**config.mk**
```make
export PLATFORM = sky130hd
export DESIGN_NAME = cpu_sequencer
export DESIGN_NICKNAME = d
export VERILOG_FILES = /design/src/rtl/cpu_sequencer.sv
export SDC_FILE = /design/constraint.sdc
export NUM_CORES = 1
export LEC_CHECK = 0
export CAP_MARGIN = 20
export CORE_MARGIN = 3
export CORE_UTILIZATION = 45
export DETAILED_ROUTE_END_ITERATION = 8
export GPL_ROUTABILITY_DRIVEN = 0
export PLACE_DENSITY_LB_ADDON = 0.15
export SYNTH_ARGS = -nofsm -noshare
export SYNTH_HDL_FRONTEND = slang
export SYNTH_SLANG_ARGS = --single-unit
export TNS_END_PERCENT = 100
```
**constraint.sdc**
```tcl
create_clock -name clk -period 1.7 [get_ports clk]
set_input_delay 0.34 -clock clk [delete_from_list [all_inputs] [get_ports clk]]
set_output_delay 0.34 -clock clk [all_outputs]
set_load 0.03 [all_outputs]
```
**src/rtl/cpu_sequencer.sv**
```systemverilog
// Fetch/decode/execute control sequencer: steps one instruction at a time and
// stalls on memory, data-bus and IO handshakes. It also counts retired instructions.
module cpu_sequencer #(
  parameter logic [31:0] INSTRET_RST = 32'h0
) (
  input  logic        clk,
  input  logic        rst,
  output logic        mem_req,
  input  logic        mem_ack,
  output logic        ir_load,
  output logic        dec_en,
  output logic        exec_en,
  input  logic        halt_pending,
  input  logic        bus_pending,
  input  logic        io_pending,
  input  logic        bus_done,
  input  logic        io_done,
  output logic        pc_update,
  output logic        halted,
  output logic [31:0] instret,
  output logic [2:0]  state_dbg
);

  typedef enum logic [2:0] {
    FETCH    = 3'd0,
    DECODE   = 3'd1,
    EXECUTE  = 3'd2,
    WAIT_BUS = 3'd3,
    WAIT_IO  = 3'd4,
    HALTED   = 3'd5
  } state_t;

  state_t      state_q, state_d;
  logic        io_q;
  logic        retire;
  logic [31:0] instret_q;

  // io_pending is captured in EXECUTE so a bus op can chain into IO later
  always_ff @(posedge clk) begin
    if (rst) begin
      state_q   <= FETCH;
      instret_q <= INSTRET_RST;
      io_q      <= 1'b0;
    end else begin
      state_q <= state_d;
      if (retire)
        instret_q <= instret_q + 32'd1;
      if (state_q == EXECUTE)
        io_q <= io_pending;
    end
  end

  always_comb begin
    state_d   = state_q;
    retire    = 1'b0;
    mem_req   = 1'b0;
    ir_load   = 1'b0;
    dec_en    = 1'b0;
    exec_en   = 1'b0;
    pc_update = 1'b0;
    halted    = 1'b0;
    case (state_q)
      FETCH: begin
        mem_req = 1'b1;
        if (mem_ack) begin
          ir_load = 1'b1;
          state_d = DECODE;
        end
      end
      DECODE: begin
        dec_en  = 1'b1;
        state_d = EXECUTE;
      end
      EXECUTE: begin
        exec_en   = 1'b1;
        pc_update = ~halt_pending;
        if (halt_pending) begin
          state_d = HALTED;
          retire  = 1'b1;
        end else if (bus_pending) begin
          state_d = WAIT_BUS;
        end else if (io_pending) begin
          state_d = WAIT_IO;
        end else begin
          state_d = FETCH;
          retire  = 1'b1;
        end
      end
      WAIT_BUS: begin
        if (bus_done) begin
          if (io_q) begin
            state_d = WAIT_IO;
          end else begin
            state_d = FETCH;
            retire  = 1'b1;
          end
        end
      end
      WAIT_IO: begin
        if (io_done) begin
          state_d = FETCH;
          retire  = 1'b1;
        end
      end
      HALTED: halted = 1'b1;
      default: state_d = FETCH;
    endcase
    // Reset forces every output low and discards any in-flight retirement
    if (rst) begin
      state_d   = FETCH;
      retire    = 1'b0;
      mem_req   = 1'b0;
      ir_load   = 1'b0;
      dec_en    = 1'b0;
      exec_en   = 1'b0;
      pc_update = 1'b0;
      halted    = 1'b0;
    end
  end

  assign state_dbg = rst ? 3'd0  : state_q;
  assign instret   = rst ? 32'd0 : instret_q;

endmodule

```
# Yosys cells after proc, flatten, opt, wreduce, memory -nomap -nowiden
# Cells that the tools add are included.
[word_totals] reg_bits=36 inputBits=8 wordCells=47
[op_classes] n_addsub=1 eq_ne=8 muxes=31 bitwise_logic=2 n_reduce_logical=2
[op_table] op="32-bit by 1-bit adder with 32-bit output (second input constant)" count=1
[op_table] op="32-bit two-way mux" count=1
[op_table] op="3-bit two-way mux" count=8
[op_table] op="1-bit two-way mux" count=20
[op_table] op="3-bit one-hot mux with 6 select lines" count=1
[op_table] op="3-bit by 2-bit == test with 1-bit output (second input constant)" count=2
[op_table] op="3-bit == test (second input constant)" count=2
[op_table] op="2-bit inequality test (second input constant)" count=3
[op_table] op="4-bit AND reduction" count=1
[op_table] op="3-bit by 1-bit == test with 1-bit output (second input constant)" count=1
[op_table] op="3-bit zero test" count=1
[op_table] op="1-bit one-hot mux with 3 select lines" count=1
[op_table] op="1-bit inverter" count=2

# Depth between registers and ports, before layout
[depth] ltp_word=5 ltp_mapped=7 ltp_nobuf=5

# Worst setup path after synthesis
# No wires, ideal clock.
[synth_timing] path_kind="input port to output port" from="in rst" to="out ir_load" arrival_ns=2.093 path_slack_ns=-0.733 cell_stages=4 n_path_buf=2 path_cell_list="clkbuf_1 -> clkbuf_1 -> nor4_1 -> and2_1"
[synth_via] elab_chain_cells=1
[synth_lines] item="from (decl)" line="7" source="input logic rst,"
[synth_lines] item="1-bit two-way mux" line="109" source="if (rst) begin"
[synth_lines] item="to (decl)" line="10" source="output logic ir_load,"
# No other way between the ends.

# Worst setup path after layout
[layout_timing] from="reg state_q[0]" to="reg instret_q[16]"
[layout_via] elab_chain_cells=3
[layout_lines] item="from (decl)" line="33" source="state_t state_q, state_d;"
[layout_lines] item="from (signal assigned)" line="45" source="state_q <= state_d;"
[layout_lines] item="3-bit == test / 3-bit by 2-bit == test with 1-bit output (equally long branches)" line="62" source="case (state_q)"
[layout_lines] item="1-bit one-hot mux with 3 select lines (*)" line="62"
[layout_lines] item="1-bit two-way mux (*)" line="109"
[layout_lines] item="to (signal assigned)" line="47" source="instret_q <= instret_q + 32'd1;"
[layout_lines] item="to (decl)" line="36" source="logic [31:0] instret_q;"
# Mark *: on every way between the ends. The rest lies on a longest branch, timed or not.
# A chain may end at the register's enable or synchronous reset.

==> results.json <==
{
  "status": "complete, but fails checks",
  "violations": "negative setup slack",
  "grt_usage": 0.233,
  "internal_power_mw": 1.25,
  "setup_viol": 22,
  "die_w_um": 73.3,
  "core_area_um2": 4170,
  "fp-row-count": 23,
  "wl_per_cell_um": 16.6,
  "leakagePower_nw": 1.39,
  "drtIter0Drc": 195,
  "grt_pass1_vias": 2080,
  "fp.dieArea_um2": 5370,
  "dp_hpwl_um": 3790,
  "synthDistinctLibCells": 45,
  "clk_latency_ns": 0.29,
  "cap_violations": 0,
  "grt_pass1_wl_um": 9610,
  "syn-cell-area_um2": 2040,
  "cp_max_fo": 5,
  "drt-total-wl_um": 6900,
  "ir_drop_v": 0.000527,
  "synth.most_common_cell": "dfxtp_1",
  "insertedDiodeCount": 0,
  "die_y_um": 73.3,
  "p_seq_frac": 0.506,
  "cts_sinks": 36,
  "rsz0062_at_grt": "true",
  "yosysSeqAreaShare": 0.354,
  "htree_levels": 2,
  "area_delta_synth_final_pct": 66.5,
  "via_per_inst": 5.63,
  "drive_gt1_frac": 0.460,
  "start_kind": "register",
  "yosys.area.top_type": "dfxtp_1",
  "cts_root_buf": "clkbuf_8",
  "ys_ff_latch": 36,
  "synth_area_leaders": "dfxtp_1, nor2b_1, nor2_1",
  "critical_path_required_ns": 1.88,
  "finalInstanceArea_um2": 3390,
  "yosys_warnings": 0,
  "post_dp_cell_area_um2": 2900,
  "cp-startpoint": "state_q[0]",
  "synth_area_per_cell_um2": 8.09,
  "final_core_utilization": 0.813,
  "netSwitchingPower_mw": 0.452,
  "arrival_ns": 2.05,
  "cp-end-kind": "register",
  "port_buffers": 48,
  "cts_inserted_buffers": 5,
  "synth.top_cell.area_share": 0.354,
  "min_period_over_period": 1.09,
  "synth_edf_count": 0,
  "grt_max_degree": 49,
  "fillers": 249,
  "grt_overflow": 0,
  "relSlewSlack": 0.724,
  "hp-start": "instret_q[1]",
  "hold_path_class": "reg -> reg",
  "period_needed_ns": 1.86,
  "r2r_end": "instret_q[16]",
  "clk_path_buf_depth": 2,
  "placed_cells": 387,
  "swShare": 0.266,
  "drt_drc_violations_left": 0,
  "ios": 49,
  "synthArstFlopShare": 0,
  "clkPwrFrac": 0.339,
  "cts_tree": "done",
  "hold_viol": 0,
  "start_util": 0.488,
  "endpoint": "instret_q[16]",
  "combPwrFrac": 0.154,
  "crit_type": "reg -> reg",
  "clock_skew_ns": 0.00764,
  "worst_slew_pin_slew_ns": 0.403,
  "fmax_mhz": 537,
  "antenna_found_initial": 0,
  "synth-main-ff-cell": "dfxtp_1",
  "r2r_start": "state_q[0]",
  "r2r_slack_ns": -0.16,
  "syn_nets": 261,
  "postRouteAntennaNets": 0,
  "final_nets": 376,
  "worstRegToRegCells": 6,
  "fin_ws_ns": -0.161,
  "fin_cells": 417,
  "first_pass_iters": 5,
  "vias": 2348,
  "powerDensity_nw_per_um2": 501,
  "path_clk_slew_ns": 0.07,
  "synth_commonest_cells": "dfxtp_1, nor2b_1, nor2_1",
  "slew_violations": 0,
  "synth_cells": 252
}
## cell type report
cell class,count,area [um2],share of cell area
Multi-Input combinational cell,195,1470,0.433
Timing Repair Buffer,122,1010,0.298
Sequential cell,36,747,0.220
Clock buffer,6,72.6,0.0214
Tap cell,50,62.6,0.0184
Inverter,7,26.3,0.00774
Clock inverter,1,5.00,0.00147
## critical path: stages, from the launching register on
cell	delay, ns
dfxtp_4	0.37
nor3b_4	0.26
o2bb2ai_4	0.22
buf_6	0.15
o21ai_2	0.07
or3b_1	0.38
mux2_4	0.31
## worst min path at each step
stage	to	slack, ns	cells past startpoint
2_1_floorplan	instret_q[31]	0.44	2
3_3_place_gp	instret_q[30]	0.45	2
3_5_place_dp	instret_q[31]	0.46	2
4_1_cts	instret_q[31]	0.47	2
5_1_grt	instret_q[30]	0.52	2
6_report	instret_q[1]	0.50	2
## per-stage QoR
| step | power (mW) | hold slack [ns] | setup slack [ns] | TNS (ns) |
|---|---|---|---|---|
| CTS | 1.68 | 0.474 | -0.0862 | -0.271 |
| detailed placement | 1.10 | 0.463 | -0.499 | -11.95 |
| floorplan | 1.01 | 0.440 | -0.149 | -0.532 |
| finish | 1.70 | 0.496 | -0.161 | -1.50 |
| global placement | 1.09 | 0.453 | -0.486 | -11.45 |
| global route | 1.76 | 0.522 | -0.204 | -3.04 |
## layer usage
layer	part of all wire	wire length, um	vias up	track usage
met1	0.41	2820	1089	0.284
met4	0.030	206	0	0.0946
met3	0.062	426	23	0.0465
met5	0	0	-	0
met2	0.50	3460	107	0.398
li1	-	-	1129	-
## cells in the final DEF, fill, tap and decap left out, types with 4 or more instances in the layout
master / synthesis / layout
a21oi_1: 20 / 16
a21oi_2: 0 / 4
buf_4: 0 / 95
buf_6: 0 / 17
clkbuf_8: 0 / 5
dfxtp_1: 36 / 25
dfxtp_2: 0 / 6
dfxtp_4: 0 / 5
dlygate4sd2_1: 0 / 6
inv_1: 7 / 7
nand2_1: 14 / 13
nand4_1: 6 / 6
nor2_1: 28 / 25
nor2b_1: 29 / 29
o211ai_1: 5 / 5
o21ai_0: 17 / 14
or3_1: 11 / 9
xor2_1: 10 / 10
## state kept, by name, summed over array words and instances (netlist names)
name and flops:
io_q 1, instret_q 32, state_q 3
## logic make-up after synthesis
group | count (synthesis) | synth area share
AO/OA/AOI/OAI | 59 | 0.193
XOR/XNOR | 12 | 0.0516
adder cells (fa/ha/maj) | 1 | 0.00614
buffers and inverters | 22 | 0.0430
flip-flops | 36 | 0.354
multiplexers | 2 | 0.0110
AND/OR/NAND/NOR | 120 | 0.342
## timing repair
item                                    4_1_cts  5_1_grt
pin swaps                                    24       24
buffers inserted                             17        6
resized for setup                            30       41
endpoints found under the hold margin         0        0
endpoints found under the setup margin       28       27
gates cloned                                  1        0
hold buffers                                  0        0
## power by group through the flow
stage	clock network (mW)	logic (mW)	registers, mW
2_1_floorplan	0	0.127	0.880
3_3_place_gp	0	0.210	0.882
3_5_place_dp	0	0.214	0.882
4_1_cts	0.580	0.233	0.863
5_1_grt	0.620	0.282	0.861
6_report	0.577	0.262	0.860
Note: power is estimated with default switching activity, not from simulation.
